### src/rtl/pc_fetch.sv
// -----------------------------------------------------------------------------
// pc_fetch
//   Holds the architectural PC and fetches one instruction at a time for it.
//   The PC advances only when decode accepts the instruction fetched from the
//   current PC; the new value always comes from the external next-PC mux.
//
// Ports
//   clk, rst          rising-edge clock, asynchronous active-high reset
//   next_pc           next PC from the next-PC mux
//   pc_ena            mux enable, high only in the decode accept cycle
//   curr_pc           current PC, constant except on an accept edge
//   imem_req_*        fetch request handshake (valid/ready/addr)
//   imem_rsp_*        instruction return (single-cycle valid pulse + data)
//   inst_valid/ready  handshake towards decode, inst carries the word
//   fetch_err         sticky: a misaligned next_pc was presented at accept
// -----------------------------------------------------------------------------
module pc_fetch #(
  parameter int unsigned             CPU_WIDTH = 32,
  parameter logic [CPU_WIDTH-1:0]    RESET_PC  = 32'h8000_0000
) (
  input  logic                 clk,
  input  logic                 rst,
  input  logic [CPU_WIDTH-1:0] next_pc,
  output logic                 pc_ena,
  output logic [CPU_WIDTH-1:0] curr_pc,
  output logic                 imem_req_valid,
  input  logic                 imem_req_ready,
  output logic [CPU_WIDTH-1:0] imem_req_addr,
  input  logic                 imem_rsp_valid,
  input  logic [CPU_WIDTH-1:0] imem_rsp_data,
  output logic                 inst_valid,
  input  logic                 inst_ready,
  output logic [CPU_WIDTH-1:0] inst,
  output logic                 fetch_err
);

  typedef enum logic [2:0] {
    IDLE = 3'd0,
    REQ  = 3'd1,
    WAIT = 3'd2,
    HOLD = 3'd3,
    ERR  = 3'd4
  } state_t;

  state_t state, state_nxt;
  logic   accept;
  logic   pc_aligned;
  logic   rsp_take;

  assign imem_req_addr = curr_pc;
  assign pc_aligned    = (next_pc[1:0] == 2'b00);

  // Next-state and Moore/Mealy outputs.
  // NOTE: every signal written here gets a default first; a path that leaves
  // one unassigned would infer a latch.
  always_comb begin
    state_nxt      = state;
    imem_req_valid = 1'b0;
    inst_valid     = 1'b0;
    pc_ena         = 1'b0;
    accept         = 1'b0;
    rsp_take       = 1'b0;

    case (state)
      IDLE: state_nxt = REQ;

      REQ: begin
        imem_req_valid = 1'b1;
        if (imem_req_ready) state_nxt = WAIT;
      end

      // A response is only meaningful here; in every other state it is dropped,
      // which also discards a late response from a request abandoned by reset.
      WAIT: begin
        if (imem_rsp_valid) begin
          rsp_take  = 1'b1;
          state_nxt = HOLD;
        end
      end

      HOLD: begin
        inst_valid = 1'b1;
        if (inst_ready) begin
          accept    = 1'b1;
          pc_ena    = 1'b1;
          state_nxt = pc_aligned ? REQ : ERR;
        end
      end

      ERR: state_nxt = ERR;

      default: state_nxt = IDLE;
    endcase
  end

  // NOTE: sequential state uses non-blocking assignments so every register
  // samples its inputs from before the edge, independent of statement order.
  always_ff @(posedge clk or posedge rst) begin
    if (rst) begin
      state     <= IDLE;
      curr_pc   <= RESET_PC;
      inst      <= '0;
      fetch_err <= 1'b0;
    end else begin
      state <= state_nxt;
      if (rsp_take)              inst      <= imem_rsp_data;
      if (accept && pc_aligned)  curr_pc   <= next_pc;
      if (accept && !pc_aligned) fetch_err <= 1'b1;
    end
  end

endmodule

### config.mk
export PLATFORM = sky130hd
export DESIGN_NAME = pc_fetch
export DESIGN_NICKNAME = d
export VERILOG_FILES = /design/src/rtl/pc_fetch.sv
export SDC_FILE = /design/constraint.sdc
export NUM_CORES = 1
export LEC_CHECK = 0
export CORE_MARGIN = 4
export CORE_UTILIZATION = 41
export CTS_CLUSTER_DIAMETER = 40
export DETAILED_ROUTE_END_ITERATION = 6
export PLACE_DENSITY = 0.87
export SLEW_MARGIN = 20
export SYNTH_ARGS = -nofsm -noshare
export SYNTH_HDL_FRONTEND = slang
export SYNTH_SLANG_ARGS = --single-unit
export TNS_END_PERCENT = 100
### constraint.sdc
create_clock -name clk -period 3.5 [get_ports clk]
set_input_delay 0.7 -clock clk [delete_from_list [all_inputs] [get_ports clk]]
set_output_delay 0.7 -clock clk [all_outputs]
set_load 0.1 [all_outputs]
==> metrics.sh <==
ASYNC_RESET_FF_FRAC=1.00
N_ANTENNA_CELL=0
BUFFER_PORTS.INSERTED=168
FINAL_NET_COUNT=404
HOLDCRITSTARTPOINT='fetch_err$_DFFE_PP0P_'
GROUTE.USAGE.OVERALL=0.167
WORST_R2R_PATH_DEPTH=4
MAX_CLOCK_FREQ_MHz=387
PLACE.GP.CONGESTION=0.724
YOSYS_WARNINGS=0
OUTCOME='complete, no violations'
CLOCK_PATH_BUFFERS=2
YS_SEQ_ELEMENTS=68
CORE_AREA_SQ_MM=0.00687
TNS_PS=0
ROUTED_WIRE_LENGTH_PER_INSTANCE_UM=15.9
SYN_TO_FINAL_GROWTH_PCT=60.2
SYNTH_CELL_TYPES=23
SLEW_HEADROOM=0.329
SYNTHESIS.AREA_SQ_MM=0.00294
NETLIST_TOP_CELLS_COUNT='dfrtp_1 (67), buf_4 (35), mux2_1 (32), mux2_4 (28), nor2_1 (5)'
WORST-SLEW-PIN-TRANSITION_PS=1000
RR_STARTPOINT='state[2]$_DFFE_PP0P_'
CAP_VIOL_MAX_COUNT=0
VIA_PER_INST=4.51
CRITPATHREQUIREDTIME_PS=2800
DP.FINAL_HPWL_UM=5370
WORSTPATHBUFFERINVERTERCOUNT=1
WORST_SETUP_HOLD_PATH_CLK_SLEW_PS=70
CRIT-REG2REG-CAPTURE='curr_pc[29]$_DFFE_PP0P_'
SYNTH_MOST_COMMON_CELL='dfrtp_1'
SEQCELLAREA_SQ_MM=0.00170
PATH_CELLS='clkdlybuf4s50_1'
CTS_RESIZED=0
DIEAREA_SQ_MM=0.00858
FIN_CRIT_PS=2590
INITIAL_UTILIZATION=0.427
CATEGORY_OF_THE_CRITICAL_SETUP_TIMING_PATH='reg -> out'
GRT_PASS1_VIAS=2148
PROPORTION_OF_SYNTHESIZED_CHIP_AREA_IN_SEQUENTIAL_CELLS=0.580
RSZ0062_AT_GRT='false'
POSTCTSHOLDBUFS=0
POSTSYNTH.TOPFLOPCELL='dfrtp_1'
VIAS=1967
CP_SLOWEST_CELL='clkdlybuf4s50_1'
TIMING.CRITICAL_PATH.TO_TYPE='output port'
POSTROUTEANTENNANETS=0
CP_MAX_FO=3
MULTI_INPUT_COMB_AREA_SQ_UM=942
DRCVIOLATIONCOUNT=0
CTS_TREE='done'
SYNTHDOMINANTAREACELLTYPE='dfrtp_1'
SYNTH_CELLS=191
POST_ROUTE_CELLS_DRIVE_ABOVE_1_SHARE=0.179
R2R_SLACK_PS=1610
FLOORPLAN.DIE.WIDTH_UM=92.6
CTS.HTREE.LEVELS=3
BIGGEST_CELL_DELAY_ALONG_THE_CRITICAL_PATH_PS=1160
CLOCK_SKEW_PS=9.89
PERIOD_SHARE=0.739
POSTCTSSETUPREPAIRBUFS=0
TIMING_HOLD_VIOLATIONS_FINAL=0
DRV_SLEW=0
INITIALDRTVIOLATIONCOUNT=40
DIE_HEIGHT_UM=92.6
NUMCLOCKSINKS=68
SYNTHESIS.NETS=260
OVERFLOW=0
SYNTH_EDF_COUNT=0
WIRELENGTH_UM=6950
WHS_ENDPOINT='fetch_err$_DFFE_PP0P_'
COUNT_OF_ENDPOINTS_FAILING_SETUP_IN_THE_FINAL_REPORT=0
SYNTH_AREA_LEADERS='dfrtp_1 (57%), mux2_4 (14%), mux2_1 (12%), buf_4 (9.0%), buf_6 (1.2%)'
SYNTHDOMINANTCELLAREASHARE=0.571
STANDARD_CELL_ROW_COUNT=30
INITIAL_ANTENNA_VIOLATION_COUNT=0
POST_SYNTH.CELL_AREA_AVG_SQ_UM=15.4
GLOBAL_ROUTE_WIRE_LENGTH_BEFORE_REPAIR_UM=11200
PATH_DELAY_FAMILY='buffers and inverters'
WORST_EP_ARRIVAL_TIME_PS=1890
ROOT_BUFFER='clkbuf_8'
GRT_MAX_DEGREE=69
FILLER_CELL_COUNT=531
HOLD_DEPTH=1
IOPINCOUNT=169
DRT_FIRST_PASS_ITERS=3
CLK_LATENCY_PS=330
WORSTSETUPSTARTPOINTTYPE='flip-flop'
CTS_BUFFERS=9
MIN_PATH_TYPE='reg -> reg'
[registers in the layout, indices dropped and copies added, names as in the netlist]
signal / flops
inst: 32
fetch_err: 1
curr_pc: 32
state: 3
[worst max path at each step]
stage / depth (start not counted) / slack [ps] / start / end
finish: 1 / 910 / curr_pc[12]$_DFFE_PP0P_ / curr_pc[12]
global route: 1 / 850 / curr_pc[25]$_DFFE_PP0P_ / imem_req_addr[25]
CTS: 1 / 880 / curr_pc[12]$_DFFE_PP0P_ / curr_pc[12]
detailed placement: 5 / 980 / inst_ready / curr_pc[29]$_DFFE_PP0P_
global placement: 5 / 1010 / inst_ready / curr_pc[29]$_DFFE_PP0P_
floorplan: 1 / 150 / state[2]$_DFFE_PP0P_ / imem_req_valid
[layer usage]
layer  vias to the layer above  part of all wire  track usage
met1                       964              0.40        0.200
li1                        907                 -            -
met3                         6             0.064       0.0406
met4                         0            0.0078       0.0549
met2                        90              0.53        0.294
met5                         -                 0            0
[cell usage in the layout (no fill, tap or decap), types with 2 or more instances in the layout]
master           netlist  final
clkdlybuf4s50_1        0    162
dfrtp_1               67     67
mux2_1                32     32
mux2_4                28     28
clkbuf_8               0     10
buf_4                 35      9
nor2_1                 5      5
clkinvlp_4             0      3
and2_1                 2      2
nor3b_1                2      2
nand2_1                2      2
mux2_2                 2      2
bufinv_16              0      2
[per-stage QoR]
stage                     cells   util  hold slack (ps)  instance area [sq um]  setup WS, ps
after floorplan             191      -              515                   2940           152
after global placement      420  0.652              461                   4480          1010
after detailed placement    420  0.652              464                   4480           983
after CTS                   436  0.685              480                   4700           883
after global routing        436  0.685              516                   4700           852
final                       436  0.685              476                   4700           914
[layout make-up]
type | instances | share of cell area
clock buffers | 10 | 0.0293
flip-flops and latches | 68 | 0.362
well taps | 96 | 0.0255
repair buffers | 172 | 0.363
multi-input cells | 83 | 0.200
inverters | 1 | 0.000798
clock inverters | 6 | 0.0186
[kinds of logic (layout without fill, tap and decap cells)]
family / after synthesis / in the layout / share of synthesized area
flip-flops: 68 / 68 / 0.580
buffers and inverters: 40 / 189 / 0.104
AO/OA/AOI/OAI: 3 / 3 / 0.00597
AND/OR/NAND/NOR: 18 / 18 / 0.0362
multiplexers: 62 / 62 / 0.274
Power is not shown: default switching activity piles up to over one toggle a cycle in this logic, so the estimate is an artifact.
